`src/rtl/posit_pkg.sv`:
```
// Shared definitions for the posit datapath: rounding-mode codes, the
// round-unit FSM state type and the default regime ceiling (maxpos).
package posit_pkg;

  localparam logic [1:0] RND_RNE = 2'b00;
  localparam logic [1:0] RND_RTZ = 2'b01;
  localparam logic [1:0] RND_RAZ = 2'b10;

  // Largest legal regime value; the regime encoder uses the same default.
  localparam int K_MAX_DEFAULT = 26;

  typedef enum logic [1:0] {
    ST_IDLE,
    ST_ROUND,
    ST_NORM,
    ST_DONE
  } state_t;

endpackage

```
`src/rtl/round_incr.sv`:
```
// Combinational rounding increment: splits the discarded tail into guard
// and sticky bits, decides the increment for the selected mode, and adds
// it to the kept bits with the carry-out preserved in sum[FRAC_W].
module round_incr
  import posit_pkg::*;
#(
  parameter int IN_W   = 64,
  parameter int FRAC_W = 32
) (
  input  logic [FRAC_W-1:0]      kept,
  input  logic [IN_W-FRAC_W-1:0] tail,
  input  logic [1:0]             mode,
  output logic [FRAC_W:0]        sum,
  output logic                   inexact
);

  localparam int TAIL_W = IN_W - FRAC_W;

  logic g;
  logic s;
  logic inc;

  assign g = tail[TAIL_W-1];
  assign s = |tail[TAIL_W-2:0];

  // Increment decision; the unused mode code falls back to round-to-nearest-even.
  always_comb begin
    // NOTE: default assignment first so every path drives inc and no latch is inferred.
    inc = 1'b0;
    case (mode)
      RND_RTZ: inc = 1'b0;
      RND_RAZ: inc = g | s;
      default: inc = g & (s | kept[0]);
    endcase
  end

  assign sum     = {1'b0, kept} + {{FRAC_W{1'b0}}, inc};
  assign inexact = g | s;

endmodule

```
`src/rtl/posit_round_unit.sv`:
```
// Posit rounding stage: captures the aligned mantissa and fields on start,
// rounds to FRAC_W bits (ROUND), folds a mantissa carry into exponent and
// regime with maxpos saturation (NORM), and presents the result with a
// one-cycle done pulse (DONE).
module posit_round_unit
  import posit_pkg::*;
#(
  parameter int IN_W   = 64,
  parameter int FRAC_W = 32,
  parameter int ES     = 3,
  parameter int KW     = 6,
  parameter int K_MAX  = K_MAX_DEFAULT
) (
  input  logic                 clk,
  input  logic                 rst,
  input  logic                 start,
  input  logic [1:0]           rnd_mode,
  input  logic [IN_W-1:0]      shifted_mantissa,
  input  logic [KW-1:0]        k_out,
  input  logic [ES-1:0]        exp_out,
  input  logic                 sign_out,
  output logic [FRAC_W-1:0]    mantissa_out,
  output logic [KW-1:0]        k_final,
  output logic [ES-1:0]        exp_final,
  output logic                 sign_final,
  output logic                 inexact,
  output logic                 sat,
  output logic                 busy,
  output logic                 done
);

  localparam int                     TAIL_W  = IN_W - FRAC_W;
  localparam logic signed [KW-1:0]   K_MAX_V = KW'(K_MAX);
  localparam logic [ES-1:0]          EXP_MAX = '1;

  state_t                  state;
  logic [IN_W-1:0]         sm_q;
  logic signed [KW-1:0]    k_q;
  logic [ES-1:0]           exp_q;
  logic                    sign_q;
  logic [1:0]              mode_q;
  logic [FRAC_W:0]         sum_q;
  logic                    inexact_q;

  logic [FRAC_W:0]         sum;
  logic                    rnd_inexact;

  logic [FRAC_W-1:0]       norm_mant;
  logic [ES-1:0]           norm_exp;
  logic signed [KW-1:0]    norm_k;
  logic                    norm_sat;

  round_incr #(
    .IN_W   (IN_W),
    .FRAC_W (FRAC_W)
  ) u_round_incr (
    .kept    (sm_q[IN_W-1 -: FRAC_W]),
    .tail    (sm_q[TAIL_W-1:0]),
    .mode    (mode_q),
    .sum     (sum),
    .inexact (rnd_inexact)
  );

  // Renormalise a mantissa carry into exponent/regime, clamping at maxpos.
  always_comb begin
    norm_mant = sum_q[FRAC_W-1:0];
    norm_exp  = exp_q;
    norm_k    = k_q;
    norm_sat  = 1'b0;
    if (sum_q[FRAC_W]) begin
      if (exp_q == EXP_MAX && k_q == K_MAX_V) begin
        norm_mant = '1;
        norm_exp  = EXP_MAX;
        norm_k    = K_MAX_V;
        norm_sat  = 1'b1;
      end else begin
        norm_mant = '0;
        norm_exp  = exp_q + 1'b1;
        if (exp_q == EXP_MAX) norm_k = k_q + KW'(1);
      end
    end
  end

  // Control FSM with operand capture, intermediate sum and registered outputs.
  always_ff @(posedge clk or posedge rst) begin
    if (rst) begin
      // NOTE: datapath registers are reset too, so outputs read 0 after reset and nothing stale leaks out.
      state        <= ST_IDLE;
      sm_q         <= '0;
      k_q          <= '0;
      exp_q        <= '0;
      sign_q       <= 1'b0;
      mode_q       <= RND_RNE;
      sum_q        <= '0;
      inexact_q    <= 1'b0;
      mantissa_out <= '0;
      k_final      <= '0;
      exp_final    <= '0;
      sign_final   <= 1'b0;
      inexact      <= 1'b0;
      sat          <= 1'b0;
      busy         <= 1'b0;
      done         <= 1'b0;
    end else begin
      // NOTE: non-blocking assignments so every register samples pre-edge values.
      case (state)
        ST_IDLE, ST_DONE: begin
          done <= 1'b0;
          if (start) begin
            sm_q   <= shifted_mantissa;
            k_q    <= k_out;
            exp_q  <= exp_out;
            sign_q <= sign_out;
            mode_q <= rnd_mode;
            busy   <= 1'b1;
            state  <= ST_ROUND;
          end else begin
            state  <= ST_IDLE;
          end
        end
        ST_ROUND: begin
          sum_q     <= sum;
          inexact_q <= rnd_inexact;
          state     <= ST_NORM;
        end
        ST_NORM: begin
          mantissa_out <= norm_mant;
          k_final      <= norm_k;
          exp_final    <= norm_exp;
          sign_final   <= sign_q;
          inexact      <= inexact_q;
          sat          <= norm_sat;
          busy         <= 1'b0;
          done         <= 1'b1;
          state        <= ST_DONE;
        end
      endcase
    end
  end

endmodule

```
`config.mk`:
```
export PLATFORM = sky130hd
export DESIGN_NAME = posit_round_unit
export DESIGN_NICKNAME = d
export VERILOG_FILES = /design/src/rtl/posit_pkg.sv /design/src/rtl/round_incr.sv /design/src/rtl/posit_round_unit.sv
export SDC_FILE = /design/constraint.sdc
export NUM_CORES = 1
export LEC_CHECK = 0
export ABC_AREA = 1
export CORE_MARGIN = 5
export CORE_UTILIZATION = 50
export DETAILED_ROUTE_END_ITERATION = 7
export GPL_TIMING_DRIVEN = 0
export PLACE_DENSITY = 0.76
export SLEW_MARGIN = 15
export SYNTH_ARGS = -nofsm -noshare
export SYNTH_HDL_FRONTEND = slang
export SYNTH_HIERARCHICAL = 1
export SYNTH_SLANG_ARGS = --single-unit
```
`constraint.sdc`:
```
create_clock -name clk -period 13.65 [get_ports clk]
set_input_delay 1.365 -clock clk [delete_from_list [all_inputs] [get_ports clk]]
set_output_delay 1.365 -clock clk [all_outputs]
set_load 0.1 [all_outputs]
```
==> results of run 1 <==
[per-layer routing]
metal,wire length (um),vias up
li1,-,3048
met1,8120,2862
met2,8190,150
met3,920,26
met4,376,0
met5,0,-
[flip-flops by register name, summed over array words and instances, names as in the netlist, 2 cells and up]
name / flops
sm_q: 64
mode_q: 2
state: 2
k_final: 6
exp_q: 3
sum_q: 33
k_q: 6
mantissa_out: 32
exp_final: 3
[cells in the mapped netlist, drive strengths merged, types with 9 or more instances]
cell    count
a21oi      21
buf        18
clkbuf     15
dfrtp     158
ha          9
inv        61
mux2       19
nand2     392
nand3      12
nor2       96
o211ai     13
o21ai      30
xor2       16
[how the worst max path moves through the flow]
| stage | depth (start not counted) | start | endpoint | slack, ns |
|---|---|---|---|---|
| after floorplan | 1 | rst | busy | 8.02 |
| after global placement | 2 | rst | sm_q[44] | 6.04 |
| final | 1 | mantissa_out[26] | mantissa_out[26] | 10.32 |
| after CTS | 1 | mantissa_out[26] | mantissa_out[26] | 10.29 |
| after global routing | 1 | mantissa_out[0] | mantissa_out[0] | 10.27 |
| after detailed placement | 6 | start | sm_q[59] | 10.60 |
[power by group through the flow]
stage               sequential, mW  combinational [mW]  clock [mW]
floorplan                     1.26               0.550           0
global placement             0.848                1.27           0
detailed placement           0.856                1.30           0
CTS                          0.853                1.31       0.485
global route                 0.880                1.41       0.506
finish                       0.853                1.30       0.479
[cell type report]
class / instances / area (sq um)
inverters: 61 / 239
fillers: 1246 / 5010
clock inverters: 15 / 175
well taps: 184 / 230
repair buffers: 125 / 1270
multi-input cells: 636 / 3060
clock buffers: 17 / 425
plain buffers: 33 / 171
flip-flops and latches: 158 / 3950
[per-stage QoR]
stage                     util [%]  hold WS [ns]  total power [mW]
final                         65.5         0.473              2.63
after global routing          65.5         0.497              2.79
after global placement        61.1         0.460              2.12
after detailed placement      61.4         0.464              2.15
after floorplan                  -         0.449              1.81
after CTS                     65.5         0.480              2.65
[layout by cell type (no fill, tap or decap), types with 3 or more instances in the layout]
cell type	synthesis	routed
a21oi_2	19	19
buf_2	14	14
buf_6	4	4
clkbuf_1	15	15
clkbuf_16	0	17
clkdlybuf4s50_1	0	124
clkinv_4	0	3
clkinvlp_4	0	3
dfrtp_1	158	158
ha_1	9	9
inv_1	59	58
inv_6	0	5
inv_8	0	3
mux2_2	19	19
nand2_1	387	387
nand2_2	3	3
nand3_1	12	12
nand3b_1	4	4
nand4_1	6	6
nor2_1	87	87
nor2_2	6	6
nor3_1	4	4
o211ai_1	13	13
o21ai_0	30	30
o21bai_1	4	4
xnor2_1	8	8
xor2_1	16	16
[cells by family after synthesis]
| logic type | synth area share, % |
|---|---|
| xor gates and xnor gates | 2.84 |
| DFF | 53.3 |
| AOI/OAI and AO/OA | 6.13 |
| buffers and inverters | 5.44 |
| muxes | 2.89 |
| adders and majority gates | 1.52 |
| and+or+nand+nor | 27.9 |
==> metrics.md, run 1 <==
| Metric | Value |
|---|---|
| Sequential-to-total area share from yosys stat | 53.3% |
| Final setup fails | 0 |
| Largest cells by area after synthesis | dfrtp_1 53%, nand2_1 20%, nor2_1 4.4% |
| DP Worst Slack | 10.60 ns |
| Status | completed |
| RSZ-0062 raised after global routing | false |
| Delay-heaviest family, CP | buffers and inverters |
| Core Region | 14,500 sq um |
| Worst path cell trace | clkdlybuf4s50_1 |
| Die ar. | 17,400 sq um |
| Starting Density | 51.0% |
| Critical path data arrival time | 1.97 ns |
| Top FF cell, synth | dfrtp_1 |
| FF-to-FF path depth | 14 |
| Total wire length | 17.6 mm |
| Reg-to-reg critical path startpoint | mode_q[0] |
| Num rows | 44 |
| Met1 Usage GRT | 28.2% |
| Vias in the first global route | 6,152 |
| Hold_sp | sign_final |
| Syn Inst Count | 888 |
| Layout cells sized above 1 | 10.2% |
| Leak pwr | 4.63 nW |
| Gr busiest metal | met2 |
| Post-DR vias/cell | 4.95 |
| Die W | 132 um |
| Share of total power in sequential cells | 32.4% |
| Switching Share | 48.7% |
| Yosys reg bits | 158 |
| Area share of the largest cell type after synthesis | 53.3% |
| Total Neg Setup Slack | 0 ns |
| IO buf count | 124 |
| CP max-delay cell | clkdlybuf4s50_1 |
| Dpl cell area | 8920 sq um |
| Drt first pass iters | 5 |
| CTS Root Cell | clkbuf_16 |
| Die Height | 132 um |
| Mapped Area | 7410 sq um |
| CTS max path bufs | 2 |
| First-pass GRT wire length | 29.6 mm |
| CTS resizes | 0 |
| Final antenna-violating net count | 0 |
| Total track usage | 20.9% |
| Worst-path clk slew | 0.06 ns |
| Max cap viols | 0 |
| Synth unique cells | 29 |
| DRT iter0 DRCs | 313 |
| Area leader, netlist | dfrtp_1 |
| Initial antenna violation count | 0 |
| Top Ports | 125 |
| Synth warn | 6 |
| Fin area | 9520 sq um |
| Hold-fix buffers, CTS | 0 |
| Met2 layer usage reported by global route | 33.0% |
| Total CTS buffers | 17 |
| Synth-to-Final Area Change | 28.4% |
| Worst setup EP type | output pin |
| Skew-Pair Late Insertion Delay | 0.43 ns |
| Largest net degree at the start of global routing | 84 |
| CTS tree | done |
| Tcrit/Tclk final | 24.4% |
| Grt total ovfl | 0 |
| Async SR Flop Fraction | 100% |
| Hold WC Path Type | reg -> reg |
| FF-to-FF End | sum_q[19] |
| # DRC | 0 |
| Kind of start point of the critical path | register |
| Measured slew at the worst slew-check pin | 1.03 ns |
| Final setup skew | 0.00730 ns |
| Final hold vios | 0 |
| Final Non-Filler Cells | 1,229 |
| N_diodes | 0 |
| Via count | 6,086 |
| Clock power share | 18.2% |
| H-tree lvl count | 4 |
| Max VDD drop | 0.147 mV |
| Synthesized net count | 976 |
| Final min period | 3.33 ns |
| Slew Viols, Final | 0 |
| Comb power frac | 49.4% |
| Hold depth | 2 |
| CP bufs+invs | 1 |
| Nets@finish | 1,120 |
| GPL Wtd Cong | 0.895 |
| WS Path Type | reg -> out |
| R2R Setup Slk | 11.08 ns |
| Dpl cells | 1,197 |
| Detailed placement HPWL | 13.0 mm |
| Number of synthesized flops with an enable pin | 0 |
| Postcts setup bufs | 0 |
| Hold path endpoint | sign_final |
| Syn Area/Cell | 8.35 sq um |
| CP Max Fanout | 2 |
| GR met3 Demand/Resource | 5.04% |
| Worst path max stage delay | 1.16 ns |
| Switching pwr | 1.28 mW |
| Slew margin rel. | 31.2% |
| Drt wl/cell | 14.3 um |
| CTS Sinks | 158 |
| PnR worst setup slack | 10.32 ns |
| CP required | 12.28 ns |
| Power per cell area | 276 nW/um^2 |
| Internal | 1.35 mW |
| Max Clock Freq | 300 MHz |
Note: power is estimated with default switching activity, not from simulation.
==> run 2, diff against run 1 <==
- clock period: 13.65 -> 3.35 ns (I/O delays scaled with it)
==> run 2 against run 1 <==
Against the previous run: non-clock buffer count grew 4; clock-buffer cell count is 1 higher; die area stayed put; flip-flop and latch count stayed put; register-to-register slack lost 10 ns; clock skew rose by 0.0018 ns; global-route usage up 0.057 points; clock power grew to 4.2 times the previous value; combinational power grew to 4.1 times the previous value; critical path depth increased by 13; critical endpoint is now sum_q[19].
==> metrics.md, run 2 (same netlist as run 1, synthesis figures left out) <==
| Metric | Value |
|---|---|
| CTS resizes | 0 (unchanged) |
| Dpl cells | 1,201 (was 1,197) |
| Max Clock Freq | 398 MHz |
| RSZ-0062 raised after global routing | false (unchanged) |
| Synth-to-Final Area Change | 29.7% (was 28.4%) |
| Kind of start point of the critical path | register (unchanged) |
| Postcts setup bufs | 0 (unchanged) |
| PnR worst setup slack | 0.838 ns (was 10.32 ns) |
| DRT iter0 DRCs | 297 (was 313) |
| Worst setup EP type | register (was output pin) |
| Total CTS buffers | 17 (unchanged) |
| Max cap viols | 0 (unchanged) |
| Num rows | 44 (unchanged) |
| Drt first pass iters | 5 (unchanged) |
| Final hold vios | 0 (unchanged) |
| Largest net degree at the start of global routing | 36 (was 84) |
| Die Height | 132 um (unchanged) |
| N_diodes | 0 (unchanged) |
| Grt total ovfl | 0 (unchanged) |
| WS Path Type | reg -> reg (was reg -> out) |
| Final setup fails | 0 (unchanged) |
| Largest regs | sm_q (64), sum_q (33), mantissa_out (32) (unchanged) |
| Leak pwr | 4.68 nW (was 4.63 nW) |
| IO buf count | 124 (unchanged) |
| Post-DR vias/cell | 4.88 (was 4.95) |
| CTS tree | done (unchanged) |
| H-tree lvl count | 4 (unchanged) |
| Core Region | 14,500 sq um (unchanged) |
| Worst-path clk slew | 0.06 ns (about the same) |
| Top Ports | 125 (unchanged) |
| Hold-fix buffers, CTS | 0 (unchanged) |
| Max reg flops | 64 (unchanged) |
| GPL Wtd Cong | 0.924 (was 0.895) |
| Critical path data arrival time | 2.82 ns (was 1.97 ns) |
| Status | completed (unchanged) |
| Tcrit/Tclk final | 75.0% |
| Skew-Pair Late Insertion Delay | 0.43 ns (about the same) |
| Slew margin rel. | 30.9% (was 31.2%) |
| Initial antenna violation count | 0 (unchanged) |
| Total wire length | 17.6 mm (about the same) |
| Hold Slack | 0.291 ns (was 0.473 ns) |
| Total track usage | 20.9% (about the same) |
| Most frequent cells in the layout | 387 x nand2_1, 158 x dfrtp_1, 124 x clkdlybuf4s50_1 (unchanged) |
| # DRC | 0 (unchanged) |
| CTS Root Cell | clkbuf_16 (unchanged) |
| Final setup skew | 0.00913 ns (was 0.00730 ns) |
| Detailed placement HPWL | 13.3 mm (was 13.0 mm) |
| Max VDD drop | 0.626 mV (was 0.147 mV) |
| Final min period | 2.51 ns |
| Most flops, register | sm_q (unchanged) |
| Fillers | 1,218 (was 1,246) |
| Final core occ | 66.2% (was 65.5%) |
| Layout cells sized above 1 | 10.6% (was 10.2%) |
| Power per cell area | 1120 nW/um^2 (was 276 nW/um^2) |
| CTS Sinks | 158 (unchanged) |
| Drt wl/cell | 14.3 um (about the same) |
| First-pass GRT wire length | 29.6 mm (about the same) |
| CP Max Fanout | 5 (was 2) |
| Via count | 6,022 (was 6,086) |
| Total chip power | 10.8 mW (was 2.63 mW) |
| DP Worst Slack | 0.862 ns (was 10.60 ns) |
| Nets@finish | 1,124 (was 1,120) |
| Reg-to-reg critical path startpoint | mode_q[0] (unchanged) |
| Measured slew at the worst slew-check pin | 1.03 ns (about the same) |
| Die ar. | 17,400 sq um (unchanged) |
| CTS max path bufs | 2 (unchanged) |
| Critical path startpoint | mode_q[0] (was mantissa_out[26]) |
| Final antenna-violating net count | 0 (unchanged) |
| Starting Density | 51.0% (unchanged) |
| Die W | 132 um (unchanged) |
| Slew Viols, Final | 0 (unchanged) |
| CP required | 3.66 ns (was 12.28 ns) |
| Final Non-Filler Cells | 1,233 (was 1,229) |
| Commonest non-fill, non-tap cell in the layout | nand2_1 (unchanged) |
| Hold WC Path Type | in -> async (was reg -> reg) |
| Vias in the first global route | 6,054 (was 6,152) |
[run 2: final cells by class]
cell class                 instances  area (sq um)  area share, %
sequential                       158          3950           41.1
multi-input combinational        636          3060           31.8
timing repair buffer             129          1350           14.0
clock buffer                      18           439           4.57
inverter                          61           235           2.45
tap                              184           230           2.39
clock inverter                    14           180           1.87
buffer                            33           171           1.78
[run 2: final timing paths]
check,slack [ns],cells past startpoint,endpoint
setup reg to reg,0.84,14,sum_q[19]
max in group asynchronous,2.10,5,mantissa_out[16]
setup / recovery,0.84,14,sum_q[19]
hold / removal,0.29,2,exp_final[0]
hold reg to reg,0.48,2,sm_q[11]
min in group clk,0.44,3,sm_q[54]
[run 2: per-stage QoR]
step | instance area [sq um] | setup TNS, ns
final | 9610 | 0
after global routing | 9610 | 0
after CTS | 9610 | 0
after detailed placement | 8990 | 0
after global placement | 8890 | -37.70
after floorplan | 7420 | 0
[run 2: per-layer routing]
metal / wire, um / global-route usage [%] / vias up
li1: - / - / 3051
met1: 8190 / 28.2 / 2803
met2: 8160 / 33.2 / 137
met3: 836 / 4.96 / 31
met4: 433 / 7.89 / 0
met5: 0 / 0 / -
[run 2: power by group]
group	switching [mW]	internal, mW	leakage [nW]
Combinational	3.74	1.56	2.43
Sequential	0.642	2.82	1.95
Clock	0.809	1.21	0.304
Total	5.19	5.59	4.68
[run 2: critical path: stages (launching register included)]
cell	delay [ns]
dfrtp_1	0.36
inv_1	0.06
ha_1	0.30
nor2_1	0.11
nand2_1	0.06
nand2_1	0.08
ha_1	0.19
inv_1	0.07
nor2_2	0.17
nand2_1	0.19
nor3_1	0.34
nand2_1	0.09
nand2_1	0.07
nand2_1	0.05
mux2_2	0.25
